===== config.mk =====
export PLATFORM = sky130hd
export DESIGN_NAME = i2s_serializer
export DESIGN_NICKNAME = d
export VERILOG_FILES = /design/src/rtl/i2s_serializer.sv
export SDC_FILE = /design/constraint.sdc
export NUM_CORES = 1
export LEC_CHECK = 0
export ABC_AREA = 1
export CAP_MARGIN = 20
export CELL_PAD_IN_SITES_DETAIL_PLACEMENT = 0
export CELL_PAD_IN_SITES_GLOBAL_PLACEMENT = 2
export CORE_ASPECT_RATIO = 1.75
export CORE_MARGIN = 2
export CORE_UTILIZATION = 37
export DETAILED_ROUTE_END_ITERATION = 7
export GPL_TIMING_DRIVEN = 1
export PLACE_DENSITY_LB_ADDON = 0.1
export SETUP_SLACK_MARGIN = 0.4
export SLEW_MARGIN = 15
export SYNTH_ARGS = -nofsm -noshare
export SYNTH_HDL_FRONTEND = slang
export SYNTH_SLANG_ARGS = --single-unit

===== constraint.sdc =====
create_clock -name clk -period 2.7 [get_ports clk]
set_input_delay 0.81 -clock clk [delete_from_list [all_inputs] [get_ports clk]]
set_output_delay 0.81 -clock clk [all_outputs]
set_load 0.1 [all_outputs]

===== src/rtl/i2s_serializer.sv =====
// i2s_serializer: serial audio output stage in the mclk domain.
// Holds one stereo sample pair in a single-entry buffer. Each pair is sent
// as a 64-bit I2S frame, with a one-bit delay after every ws edge. req_out
// pulses for one cycle whenever a new frame is loaded.
// Ports:
//   clk, rst_n           master clock, asynchronous active-low reset
//   play_in              playback enable (already synchronized to clk)
//   tick_in              strobe qualifying audio0_in / audio1_in
//   audio0_in/audio1_in  left / right samples, two's complement
//   req_out              one-cycle request for the next sample pair
//   sck_out              bit clock, clk / SCK_DIV
//   ws_out               word select (0 = left, 1 = right)
//   sdo_out              serial data, MSB first
module i2s_serializer #(
  parameter int unsigned DATA_WIDTH = 24,
  parameter int unsigned SCK_DIV    = 4
) (
  input  logic                  clk,
  input  logic                  rst_n,
  input  logic                  play_in,
  input  logic                  tick_in,
  input  logic [DATA_WIDTH-1:0] audio0_in,
  input  logic [DATA_WIDTH-1:0] audio1_in,
  output logic                  req_out,
  output logic                  sck_out,
  output logic                  ws_out,
  output logic                  sdo_out
);

  localparam int unsigned DIV_W   = (SCK_DIV > 2) ? $clog2(SCK_DIV) : 1;
  localparam int unsigned BUF_W   = 2 * DATA_WIDTH;
  localparam int unsigned PAD     = 31 - DATA_WIDTH;
  localparam int unsigned FRAME_W = 64;
  localparam int unsigned CNT_W   = 6;

  typedef enum logic [1:0] {
    S_IDLE = 2'd0,
    S_PLAY = 2'd1,
    S_STOP = 2'd2
  } state_t;

  state_t               r_state;
  state_t               w_state_nxt;
  logic [DIV_W-1:0]     r_div;
  logic [CNT_W-1:0]     r_bitcnt;
  logic [FRAME_W-1:0]   r_shift;
  logic [BUF_W-1:0]     r_buf;
  logic                 r_valid;
  logic                 r_req;
  logic                 r_sck;
  logic                 r_ws;

  logic                 w_adv;
  logic                 w_wrap;
  logic                 w_load;
  logic                 w_stop_end;
  logic                 w_wr;
  logic [31:0]          w_half_l;
  logic [31:0]          w_half_r;
  logic [FRAME_W-1:0]   w_frame;
  logic [DIV_W-1:0]     w_div_nxt;
  logic [CNT_W-1:0]     w_bit_nxt;
  logic [FRAME_W-1:0]   w_shift_nxt;
  logic [BUF_W-1:0]     w_buf_nxt;
  logic                 w_valid_nxt;

  // Bit advance on the sck falling edge; wrap when bit 63 completes.
  assign w_adv      = (r_state != S_IDLE) && (r_div == DIV_W'(SCK_DIV - 1));
  assign w_wrap     = w_adv && (r_bitcnt == CNT_W'(63));
  // A STOPPING frame that wraps while play_in is back high continues seamlessly.
  assign w_load     = ((r_state == S_IDLE) && play_in) ||
                      (w_wrap && ((r_state == S_PLAY) || play_in));
  assign w_stop_end = w_wrap && (r_state == S_STOP) && !play_in;
  assign w_wr       = (r_state != S_IDLE) && play_in && tick_in;

  // Each half word: one delay bit, the sample, then zero padding to 32 bits.
  assign w_half_l = 32'({1'b0, r_buf[BUF_W-1:DATA_WIDTH]}) << PAD;
  assign w_half_r = 32'({1'b0, r_buf[DATA_WIDTH-1:0]}) << PAD;
  assign w_frame  = r_valid ? {w_half_l, w_half_r} : '0;

  // State register.
  always_ff @(posedge clk or negedge rst_n) begin
    if (!rst_n) begin
      r_state <= S_IDLE;
    end else begin
      r_state <= w_state_nxt;
    end
  end

  // Next-state logic.
  always_comb begin
    w_state_nxt = r_state;
    case (r_state)
      S_IDLE: if (play_in) w_state_nxt = S_PLAY;
      S_PLAY: if (!play_in) w_state_nxt = S_STOP;
      S_STOP: begin
        if (play_in) begin
          w_state_nxt = S_PLAY;
        end else if (w_wrap) begin
          w_state_nxt = S_IDLE;
        end
      end
      default: w_state_nxt = S_IDLE;
    endcase
  end

  // Next values for divider, bit counter, shift register and buffer.
  always_comb begin
    w_div_nxt   = r_div;
    w_bit_nxt   = r_bitcnt;
    w_shift_nxt = r_shift;
    w_buf_nxt   = r_buf;
    w_valid_nxt = r_valid;
    if (w_load) begin
      w_div_nxt   = '0;
      w_bit_nxt   = '0;
      w_shift_nxt = w_frame;
      w_valid_nxt = 1'b0;
    end else if (w_stop_end || (r_state == S_IDLE)) begin
      w_div_nxt   = '0;
      w_bit_nxt   = '0;
      w_shift_nxt = '0;
      w_buf_nxt   = '0;
      w_valid_nxt = 1'b0;
    end else if (w_adv) begin
      w_div_nxt   = '0;
      w_bit_nxt   = r_bitcnt + CNT_W'(1);
      w_shift_nxt = {r_shift[FRAME_W-2:0], 1'b0};
    end else begin
      w_div_nxt   = r_div + DIV_W'(1);
    end
    // A tick on a load edge lands after the load, so it feeds the next frame.
    if (w_wr) begin
      w_buf_nxt   = {audio0_in, audio1_in};
      w_valid_nxt = 1'b1;
    end
  end

  // Datapath and output registers.
  always_ff @(posedge clk or negedge rst_n) begin
    if (!rst_n) begin
      r_div    <= '0;
      r_bitcnt <= '0;
      r_shift  <= '0;
      r_buf    <= '0;
      r_valid  <= 1'b0;
      r_req    <= 1'b0;
      r_sck    <= 1'b0;
      r_ws     <= 1'b0;
    end else begin
      r_div    <= w_div_nxt;
      r_bitcnt <= w_bit_nxt;
      r_shift  <= w_shift_nxt;
      r_buf    <= w_buf_nxt;
      r_valid  <= w_valid_nxt;
      r_req    <= w_load;
      r_sck    <= (w_div_nxt >= DIV_W'(SCK_DIV / 2));
      r_ws     <= w_bit_nxt[CNT_W-1];
    end
  end

  assign req_out = r_req;
  assign sck_out = r_sck;
  assign ws_out  = r_ws;
  assign sdo_out = r_shift[FRAME_W-1];

endmodule

* Yosys cells after proc, flatten, opt, wreduce, memory -nomap -nowiden *
Cells that the tools add are included.

operators by class
  add/sub/neg operators = 2
  $mul = 0
  div/mod/pow operators = 0
  magnitude comparators = 1
  eq/ne operators = 8
  shift-type cells = 0
  muxes and demuxes = 21
  bitwise logic cells = 0
  reductions and logical operators = 19

operators by type and width
  cell                   number
  $mux W64               3
  $mux W48               3
  $mux W63               1
  $mux W6                3
  $mux W2                7
  $logic_and A1 B1 Y1    8
  $add A6 B1 Y6 const B  1
  $eq A6 B6 Y1 const B   1
  $pmux W2 S3            1
  $reduce_bool A3 Y1     2
  $eq A2 B2 Y1 const B   2
  $ne A2 B2 Y1 const B   2
  $reduce_bool A2 Y1     2
  $logic_or A1 B1 Y1     3
  $mux W1                3
  $ne A3 B3 Y1 const B   1
  $reduce_and A3 Y1      1
  $add A2 B1 Y2 const B  1
  $eq A2 B1 Y1 const B   1
  $ge A2 B2 Y1 const B   1
  $logic_not A2 Y1       1
  $ne A2 B1 Y1 const B   1
  $reduce_and A2 Y1      1
  $logic_not A1 Y1       1

storage, ports and cells
  flip-flop bits (word level) = 125
  bits in latches = 0
  RAM bits = 0
  bits in read-only memories = 0
  input bits = 52
  output and inout port bits = 4
  word-level logic and storage cells = 60
  memories kept = 0

* Depth between registers and ports, before layout *
Gate-level depths: netlist of run 1.

  depth after elaboration = 9
  gate-level depth with buffers = 10
  depth with buffers taken out = 9

* Least setup slack after synthesis of run 1 *
No wires, ideal clock.

  path kind = register to register
  start = reg r_bitcnt[5]
  end = reg r_buf[18]
  library setup time = 0.118 ns
  arrival = 1.983 ns
  data required time = 2.582 ns
  setup slack = 0.599 ns
  stages on the path, launching flop included = 10
  buffers on the path = 2
  clock period less this slack = 2.101 ns
  path through = dfrtp_1 nand2_1 nor2_2 nand3_2 nand2_2 nand3_2 buf_2 buf_6 nand3_1 nand2_1

on the way
  longest elaborated chain between the ends = 7
  elaborated cells on any way between the ends = 10
  those cells by class = 2 x eq/ne; 8 x reduce/logical

RTL lines
  element                               line  text
  start, declared                       45    logic [CNT_W-1:0] r_bitcnt;
  start signal, assigned                152   r_bitcnt <= w_bit_nxt;
  $eq A6 B6 Y1 *                        69    assign w_wrap = w_adv && (r_bitcnt == CNT_W'(63));
  $logic_and A1 B1 Y1 *                 69
  $logic_and A1 B1 Y1 (2 in a row)      73    assign w_stop_end = w_wrap && (r_state == S_STOP) && !play_in;
  $logic_or A1 B1 Y1                    119   end else if (w_stop_end || (r_state == S_IDLE)) begin
  $reduce_bool A2 Y1 (no source line)   --
  $reduce_and A2 Y1 (no source line) *  --
  end signal, assigned                  154   r_buf <= w_buf_nxt;
  end, declared                         47    logic [BUF_W-1:0] r_buf;

Mark *: on every way between the ends. The rest lies on a longest branch, timed or not.
A chain may end at the register's enable or synchronous reset.

* Worst setup path after layout of run 1 *
  start = in play_in
  end = reg r_shift[36]

on the way
  longest elaborated chain between the ends = 5
  elaborated cells on any way between the ends = 10
  those cells by class = 2 x mux; 8 x reduce/logical

RTL lines
  element               line  text
  start, declared       20    input logic play_in,
  $logic_not A1 Y1      --
  $logic_and A1 B1 Y1   73
  $logic_or A1 B1 Y1    119
  $mux W64              119
  $mux W64              114   if (w_load) begin
  end signal, assigned  153   r_shift <= w_shift_nxt;
  end, declared         46    logic [FRAME_W-1:0] r_shift;

Several ways; a longest one is shown, not always the timed one.

==> summary.md, run 1 <==
| Metric | Value |
|---|---|
| Simple-gate share of the synthesized area | `0.330` |
| Final worst slack | `0.579 ns` |
| Post-CTS sizing | `0` |
| CTS H-tree lvls | `4` |
| Die area | `0.0156 sq mm` |
| Max Buffers Root-to-Sink | `2` |
| Pins over their slew limit | `0` |
| Setup_tns | `0 ns` |
| Crit. End Element | `register` |
| Cts bufs inserted | `17` |
| Asr flop ratio synth | `1.00` |
| Row Count | `58` |
| Setup Fix Bufs, Post-CTS | `0` |
| Psw | `1.41 mW` |
| WP data arrival | `2.39 ns` |
| Flop pwr share | `0.410` |
| Dpl ws | `0.142 ns` |
| Fin cells | `876` |
| Final Cell Area | `0.00676 sq mm` |
| Clk Latency, worst-skew pair | `0.41 ns` |
| Sequential share of the synthesized area | `0.548` |
| Post-synthesis mux area share | `0` |
| Tmin final | `2.12 ns` |
| Cell at the slowest stage of the critical path | `clkdlybuf4s50_1` |
| Commonest cells post-synth | `nand2_1 (182), dfrtp_1 (118), nand3_1 (102)` |
| Comb pwr share | `0.146` |
| # diodes | `0` |
| Synth area leaders | `dfrtp_1 (55%), nand2_1 (13%), nand3_1 (9.5%)` |
| Clk network pwr share | `0.444` |
| Initial core utilization | `0.377` |
| Rel. slew slack | `0.693` |
| Area growth syn-to-layout | `25.4%` |
| Predominant post-synthesis flop cell | `dfrtp_1` |
| Number of synthesis warnings | `0` |
| Max_cap viols | `0` |
| Finished Core Util | `0.473` |
| Crit-path max cell delay | `0.56 ns` |
| DR WL/cell | `14.6 microns` |
| Synth Area in XOR/XNOR | `0.00650` |
| Hold_buf cts | `0` |
| Nets@finish | `739` |
| Core area | `0.0143 sq mm` |
| Die Y | `164 microns` |
| DR pass1 iterations | `4` |
| EDFF count, synth | `0` |
| Vias in the first global route | `4,398` |
| Compound-Gate Fraction of Synth Area | `0.0585` |
| Total power | `5.36 mW` |
| First-pass GRT wire length | `21.8 mm` |
| IO buf count | `55` |
| Vias per cell | `4.95` |
| Yosys top cell by area | `dfrtp_1` |
| Worst-margin pin slew | `0.461 ns` |
| Mean Syn Cell Area | `8.45 sq um` |
| Total GRT Usage | `0.182` |
| Startpoint Class | `input port` |
| VDD IR max | `0.389 mV` |
| Net Sw Frac | `0.263` |
| Number of synthesized register bits | `118` |
| Worst flop-to-flop path startpoint | `r_div[0]` |
| Synth Area in Adders | `0.00464` |
| Worst Setup SP | `play_in` |
| Initial drt markers | `161` |
| Area of the multi-input gates | `0.00217 sq mm` |
| Mapped Cells | `638` |
| Post-Syn Area | `0.00539 sq mm` |
| RSZ-0062 raised after global routing | `no` |
| Initial antenna violation count | `0` |
| Root Buffer | `clkbuf_16` |
| Crit-path cells | `clkdlybuf4s50_1 -> inv_1 -> nand2_1 -> nand3_2 -> nand2_4 -> nor2_4 -> inv_1 -> a21oi_1` |
| Total grt overflow | `0` |
| Dominant cell by count in the synthesized netlist | `nand2_1` |
| Internal | `3.95 mW` |
| Final ANT Viol Nets | `0` |
| Placed cell areas | `0.00614 sq mm` |
| WS Path Type | `input port to register` |
| Largest family of logic cells by synthesized area | `simple AND/OR/NAND/NOR gates` |
| Final wirelength | `12.8 mm` |
| Post-detail-place hpwl | `7.98 mm` |
| Sequential cell area | `0.00295 sq mm` |
| Most used cell, CP | `inv_1` |
| Netlist cell types | `25` |
| Clock Pin Slew Worst Setup and Hold Paths | `0.05 ns` |
| # setup viols final | `0` |
| Hold Crit Class | `input port to asynchronous set/reset pin` |
| Final Hold Fails | `0` |
| Period utilisation layout | `0.786` |
| RePlAce Congestion | `0.776` |
| Status | `completed` |
| # DRC | `0` |
| Clock Skew | `0.00638 ns` |
| Fillcell total | `1,420` |
| Critical Path RT | `2.97 ns` |
| Clock sinks | `118` |
| Die Wd | `95.3 microns` |
| Synth top area share | `0.548` |
| Fmax | `471 MHz` |
| Post-placement cell count | `846` |
| Hold WS | `0.345 ns` |
| Layout cell share with drive strength beyond 1 | `0.124` |
| Crit-path max FO | `14` |
| I/O pin total | `56` |
| Post-Syn Nets | `692` |
| Power per cell area | `793 mW/mm^2` |
| CTS tree | `built` |
| DR vias | `4,334` |
| Largest net degree at the start of global routing | `53` |
| Lkg Pwr | `3.18 nW` |
==> power groups by stage <==
stage / clock network (mW) / registers, mW / logic [mW]
after detailed placement: 0 / 2.23 / 0.805
after floorplan: 0 / 2.21 / 0.502
final: 2.38 / 2.20 / 0.783
after global placement: 0 / 2.22 / 0.793
after CTS: 2.43 / 2.20 / 0.807
after global routing: 2.52 / 2.23 / 0.895
==> worst paths after layout <==
| path | end | slack [ns] | cells after the start |
|---|---|---|---|
| worst min-delay path | r_buf[6] | 0.34 | 1 |
| worst min register to register | r_div[0] | 0.44 | 1 |
| max in group asynchronous | r_buf[32] | 1.64 | 2 |
| worst max-delay path | r_shift[36] | 0.58 | 8 |
| min in group clk | r_div[0] | 0.44 | 1 |
| worst max register to register | r_shift[25] | 0.81 | 8 |
==> layer usage <==
metal / vias up / GRT usage / routed length, microns
li1: 2143 / - / -
met1: 2115 / 0.220 / 5540
met2: 60 / 0.315 / 6720
met3: 16 / 0.0394 / 353
met4: 0 / 0.0619 / 197
met5: - / 0 / 0
==> placed cells by master (no fill, tap or decap), types with 2 or more instances in the layout <==
cell type and count:
clkbuf_8 3, or2_1 12, ha_1 2, clkbuf_16 17, bufinv_16 4, nor2_4 2, o21ai_1 2, clkinv_2 3
nand3_2 5, buf_4 14, nand2_1 182, buf_12 7, o21ai_0 3, dfrtp_1 118, inv_1 13, clkdlybuf4s50_1 50
clkinvlp_4 2, xor2_1 3, nor2_1 56, or2_0 8, nand3_1 100, a21oi_1 58, or2_2 24
==> critical path: cells and delay by family <==
| kind | cells | cell delay (ns) |
|---|---|---|
| and+or+nand+nor | 4 | 0.48 |
| buffers and inverters | 3 | 1.02 |
| AOI/OAI and AO/OA | 1 | 0.08 |
==> layout make-up <==
| cell class | count | area share |
|---|---|---|
| Clock inverter | 9 | 0.0222 |
| Sequential cell | 118 | 0.437 |
| Inverter | 14 | 0.00777 |
| Timing Repair Buffer | 71 | 0.110 |
| Tap cell | 180 | 0.0333 |
| Clock buffer | 21 | 0.0696 |
| Multi-Input combinational cell | 463 | 0.320 |
==> kinds of logic after synthesis <==
group	Yosys count
AO/OA/AOI/OAI	63
adder cells (fa/ha/maj)	2
XOR/XNOR	4
buffers and inverters	57
flip-flops	118
AND/OR/NAND/NOR	394
==> state kept, by name (all words and copies together) (netlist names) <==
signal    count
r_div         2
r_bitcnt      6
req_out       1
r_state       2
r_buf        48
r_valid       1
r_shift      57
sck_out       1
Note: power is estimated with default switching activity, not from simulation.
==> run 2: changes to the inputs <==
--- a/config.mk
+++ b/config.mk
@@ -11,7 +11,7 @@
 export CELL_PAD_IN_SITES_GLOBAL_PLACEMENT = 2
 export CORE_ASPECT_RATIO = 1.75
 export CORE_MARGIN = 2
-export CORE_UTILIZATION = 37
+export CORE_UTILIZATION = 34
 export DETAILED_ROUTE_END_ITERATION = 7
 export GPL_TIMING_DRIVEN = 1
 export PLACE_DENSITY_LB_ADDON = 0.1
==> constraint.sdc (replaced) <==
create_clock -name clk -period 2.1 [get_ports clk]
set_input_delay 0.63 -clock clk [delete_from_list [all_inputs] [get_ports clk]]
set_output_delay 0.63 -clock clk [all_outputs]
set_load 0.1 [all_outputs]
==> run 2 against run 1 <==
First-iteration DRC count decreased by 12%. Global-route usage decreased by 1.2 points. Combinational power increased by 65%. Clock skew increased by 0.0096 ns. Cell area increased by 10%. Flip-flop and latch count unchanged. Sequential power increased by 29%. Worst setup slack got worse by 0.17 ns. Clock power increased by 19%. Critical endpoint is now ws_out. Largest cell class unchanged. Largest power group is now registers.
==> summary.md, run 2 (synthesis gave the netlist of run 1 again) <==
| Metric | Value |
|---|---|
| Critical path depth | `1` |
| DR WL/cell | `15.8 microns` |
| Most common cell after layout, fill and taps aside | `nand2_1` |
| Fillcell total | `1,540` |
| First-pass GRT wire length | `22.9 mm` |
| CTS tree | `built` |
| Period utilisation layout | `0.803` |
| Row Count | `60` |
| Largest reg by FF count | `r_shift` |
| Root Buffer | `clkbuf_16` |
| Die area | `0.0169 sq mm` |
| WS Path Type | `register to output port` |
| Initial drt markers | `142` |
| Initial core utilization | `0.349` |
| Max Buffers Root-to-Sink | `2` |
| Total power | `6.95 mW` |
| Critical Path RT | `1.47 ns` |
| Total grt overflow | `0` |
| Post-detail-place hpwl | `8.39 mm` |
| Max_cap viols | `0` |
| Lkg Pwr | `3.43 nW` |
| Clock Pin Slew Worst Setup and Hold Paths | `0.05 ns` |
| Final ANT Viol Nets | `0` |
| Largest net degree at the start of global routing | `50` |
| Hold Crit Class | `input port to asynchronous set/reset pin` |
| Reg2Reg Capture Point | `r_shift[21]` |
| Final wirelength | `14.5 mm` |
| Crit-path cells | `buf_12` |
| Area growth syn-to-layout | `38.4%` |
| Final Cell Area | `0.00747 sq mm` |
| Worst flop-to-flop path startpoint | `r_bitcnt[0]` |
| Layout cell share with drive strength beyond 1 | `0.214` |
| Clk Latency, worst-skew pair | `0.41 ns` |
| Crit. End Element | `output port` |
| Cell at the slowest stage of the critical path | `dfrtp_4` |
| Status | `completed` |
| Final Hold Fails | `0` |
| RePlAce Congestion | `0.731` |
| Area of the multi-input gates | `0.00232 sq mm` |
| Most frequent cells in the layout | `nand2_1 (180), dfrtp_1 (116), nand3_1 (96), nor2_1 (55), clkdlybuf4s50_1 (49)` |
| RSZ-0062 raised after global routing | `yes` |
| Die Y | `171 microns` |
| Tmin final | `1.69 ns` |
| VDD IR max | `0.427 mV` |
| Crit-path max FO | `2` |
| Cts bufs inserted | `17` |
| # diodes | `0` |
| WP data arrival | `1.06 ns` |
| DR pass1 iterations | `4` |
| Clock sinks | `118` |
| Worst-margin pin slew | `0.487 ns` |
| Crit-path leading delay family | `flip-flops` |
| Max reg flops | `57` |
| Core area | `0.0155 sq mm` |
| Placed cell areas | `0.00635 sq mm` |
| # setup viols final | `0` |
| Crit-path max cell delay | `0.48 ns` |
| Total GRT Usage | `0.170` |
| IO buf count | `55` |
| Fmax | `593 MHz` |
| Initial antenna violation count | `0` |
| DR vias | `4,591` |
| R2r worst-path depth | `9` |
| CTS H-tree lvls | `4` |
| Vias in the first global route | `4,610` |
| Startpoint Class | `register` |
| Clock Skew | `0.0159 ns` |
| Pins over their slew limit | `0` |
| CP bufs+invs | `1` |
| Setup_tns | `0 ns` |
| # DRC | `0` |
| Nets@finish | `775` |
| Rel. slew slack | `0.675` |
| Die Wd | `99.2 microns` |
| Reg2Reg Setup Slack | `0.44 ns` |
| I/O pin total | `56` |
| Top Registers | `r_shift (57), r_buf (48), r_bitcnt (6)` |
| Sequential cell area | `0.00296 sq mm` |
| Vias per cell | `5.00` |
| Power per cell area | `931 mW/mm^2` |
## run 2: changes by cell type in the layout (fill, tap and decap cells not counted), sizes merged
cell / delta
clkinv: +1
inv: -2
buf: +29
clkbuf: +6
dlygate4sd2: +1
clkinvlp: +4
clkdlybuf4s50: -1
bufinv: -2
## run 2: worst max path at each step
stage               slack [ns]     endpoint        start
floorplan                 0.41    r_buf[18]  r_bitcnt[5]
global placement         -0.11  r_shift[32]      play_in
detailed placement       -0.13  r_shift[36]      play_in
CTS                       0.40       ws_out  r_bitcnt[5]
global route              0.32  r_shift[21]  r_bitcnt[0]
finish                    0.41       ws_out  r_bitcnt[5]
## run 2: area by class of cell
| type | count | area share |
|---|---|---|
| well taps | 186 | 0.0312 |
| repair inverters | 1 | 0.00101 |
| multi-input cells | 463 | 0.311 |
| inverters | 14 | 0.00804 |
| clock inverters | 9 | 0.0137 |
| clock buffers | 21 | 0.0630 |
| repair buffers | 106 | 0.176 |
| flip-flops and latches | 118 | 0.396 |
## run 2: power by group
| group | total [mW] | internal, mW | switching [mW] |
|---|---|---|---|
| Combinational | 1.29 | 0.583 | 0.704 |
| Clock | 2.83 | 1.82 | 1.01 |
| Sequential | 2.84 | 2.63 | 0.206 |
## run 2: stage by stage
stage / util / hold slack, ns / setup WS, ns / std cells
after global placement: 0.410 / 0.424 / -0.109 / 861
after global routing: 0.483 / 0.146 / 0.319 / 918
after detailed placement: 0.410 / 0.441 / -0.126 / 861
after floorplan: - / 0.334 / 0.412 / 638
final: 0.483 / 0.135 / 0.414 / 918
after CTS: 0.460 / 0.134 / 0.396 / 905
## run 2: repair_timing
item,CTS,global route
pin swaps,7,38
endpoints found under the setup margin,112,93
gates cloned,2,7
hold buffers,0,0
resized for setup,13,41
buffers inserted,12,6
## run 2: layer usage
layer / vias up / track usage / share of wire
li1: 2220 / - / -
met1: 2279 / 0.205 / 0.42
met2: 80 / 0.302 / 0.54
met3: 12 / 0.0351 / 0.028
met4: 0 / 0.0500 / 0.013
met5: - / 0 / 0
==> run 3: changes to the inputs <==
==> constraint.sdc (replaced) <==
create_clock -name clk -period 1.7 [get_ports clk]
set_input_delay 0.51 -clock clk [delete_from_list [all_inputs] [get_ports clk]]
set_output_delay 0.51 -clock clk [all_outputs]
set_load 0.1 [all_outputs]
==> run 3 against run 2 <==
Flip-flop and latch count did not move. Largest power group is now the clock network. Hold slack improved by 0.33 ns. Via count fell by 1.6%.
==> summary.md, run 3 (synthesis gave the netlist of run 1 again) <==
| Metric | Value |
|---|---|
| Die Y | `171 microns` |
| DR WL/cell | `15.4 microns` |
| Final Cell Area | `0.00738 sq mm` |
| Area of the multi-input gates | `0.00230 sq mm` |
| Clock Pin Slew Worst Setup and Hold Paths | `0.06 ns` |
| Reg2Reg Capture Point | `r_shift[27]` |
| Final Hold Fails | `0` |
| Rel. slew slack | `0.763` |
| Total GRT Usage | `0.171` |
| Crit-path max cell delay | `0.42 ns` |
| Initial drt markers | `122` |
| Status | `completed` |
| WP data arrival | `1.97 ns` |
| Reg2Reg Setup Slack | `0.06 ns` |
| Nets@finish | `769` |
| IO buf count | `55` |
| Busiest grt layer | `met2` |
| Most used cell, CP | `nor2_4` |
| Clk Latency, worst-skew pair | `0.41 ns` |
| Area growth syn-to-layout | `36.8%` |
| # setup viols final | `0` |
| Initial core utilization | `0.349` |
| Power per cell area | `1190 mW/mm^2` |
| Crit. End Element | `register` |
| Largest reg by FF count | `r_shift` |
| Fillcell total | `1,531` |
| RePlAce Congestion | `0.793` |
| Clock sinks | `118` |
| Fin cells | `914` |
| Crit-path leading delay family | `simple AND/OR/NAND/NOR gates` |
| Cts bufs inserted | `17` |
| Root Buffer | `clkbuf_16` |
| Final ANT Viol Nets | `0` |
| # DRC | `0` |
| Worst flop-to-flop path startpoint | `r_state[1]` |
| I/O pin total | `56` |
| Top Registers | `r_shift (57), r_buf (48), r_bitcnt (6)` |
| Final wirelength | `14.0 mm` |
| Startpoint Class | `register` |
| Max_cap viols | `0` |
| Total grt overflow | `0` |
| DR pass1 iterations | `5` |
| Crit-path cells | `nor2_4 -> nor2_8 -> nand3_2 -> nand2_4 -> nor2_4 -> buf_12 -> clkbuf_16 -> nand2_1 -> a21oi_1` |
| Die Wd | `99.2 microns` |
| CP bufs+invs | `2` |
| Most frequent cells in the layout | `nand2_1 (179), dfrtp_1 (114), nand3_1 (99), nor2_1 (50), clkdlybuf4s50_1 (49)` |
| CTS H-tree lvls | `4` |
| Largest net degree at the start of global routing | `47` |
| Max Buffers Root-to-Sink | `2` |
| Hold Crit Class | `input port to asynchronous set/reset pin` |
| Final worst slack | `0.0574 ns` |
| Vias in the first global route | `4,670` |
| Sequential cell area | `0.00296 sq mm` |
| Cell at the slowest stage of the critical path | `dfrtp_1` |
| Placed cell areas | `0.00643 sq mm` |
| # diodes | `0` |
| Tmin final | `1.64 ns` |
| Fmax | `609 MHz` |
| DR vias | `4,518` |
| Dpl ws | `-0.340 ns` |
| RSZ-0062 raised after global routing | `yes` |
| VDD IR max | `0.618 mV` |
| R2r worst-path depth | `9` |
| CTS tree | `built` |
| Pins over their slew limit | `0` |
| Crit-path max FO | `10` |
| Period utilisation layout | `0.966` |
| Post-placement cell count | `866` |
| Row Count | `60` |
| Core area | `0.0155 sq mm` |
| Initial antenna violation count | `0` |
| Critical Path RT | `2.03 ns` |
| Clock Skew | `0.0100 ns` |
| Met2 Track Usage GR | `0.303` |
| Met3 Usage GRT | `0.0343` |
| Die area | `0.0169 sq mm` |
| Worst-margin pin slew | `0.356 ns` |
| M1 GR Usage | `0.203` |
| Layout cell share with drive strength beyond 1 | `0.203` |
| Vias per cell | `4.94` |
| WS Path Type | `register to register` |
| Lkg Pwr | `3.43 nW` |
| Max reg flops | `57` |
| Post-detail-place hpwl | `8.83 mm` |
| Most common cell after layout, fill and taps aside | `nand2_1` |
| First-pass GRT wire length | `22.9 mm` |
run 3: cell types whose count changed in the layout (fill, tap and decap cells not counted), sizes merged, moves of 3 or more:
cell / delta
clkbuf: -5
buf: -4
inv: +5
clkinvlp: -3
run 3: stage by stage:
| step | hold WS [ns] | util | total power, mW | setup TNS (ns) |
|---|---|---|---|---|
| global route | 0.476 | 0.477 | 9.18 | -1.91 |
| CTS | 0.443 | 0.460 | 8.71 | 0 |
| global placement | 0.349 | 0.416 | 4.90 | -30.40 |
| floorplan | 0.214 | - | 4.36 | 0 |
| finish | 0.464 | 0.477 | 8.75 | 0 |
| detailed placement | 0.346 | 0.416 | 4.93 | -34.67 |
run 3: worst max-delay path by stage:
stage | cells past startpoint | from | end | slack (ns)
3_5_place_dp | 9 | play_in | r_shift[20] | -0.34
2_1_floorplan | 9 | r_bitcnt[5] | r_buf[18] | 0.10
3_3_place_gp | 8 | play_in | r_buf[30] | -0.30
6_report | 9 | r_state[1] | r_shift[27] | 0.06
5_1_grt | 9 | r_state[1] | r_shift[60] | -0.06
4_1_cts | 9 | r_bitcnt[1] | r_shift[26] | 0.04
run 3: timing repair:
action / 4_1_cts / 5_1_grt
hold buffers: 1 / 0
gates cloned: 1 / 4
pin swaps: 1 / 5
setup buffers: 2 / 8
gates resized for setup: 6 / 24
endpoints found under the hold margin: 5 / 0
setup endpoints to repair: 120 / 121
run 3: layout make-up:
type,instances,share of cell area
multi-input cells,463,0.312
flip-flops and latches,118,0.401
well taps,186,0.0316
repair buffers,101,0.166
inverters,14,0.00712
clock inverters,14,0.0237
clock buffers,18,0.0582
run 3: power breakdown:
group          internal, mW  switching, mW  leakage [nW]
registers              3.25          0.248          1.52
clock network          2.32           1.36         0.287
logic                 0.710          0.857          1.62
run 3: routing by layer:
layer	routed length, microns	vias to the layer above
met1	5920	2233
met2	7590	54
met4	203	0
met5	0	-
li1	-	2216
met3	316	15
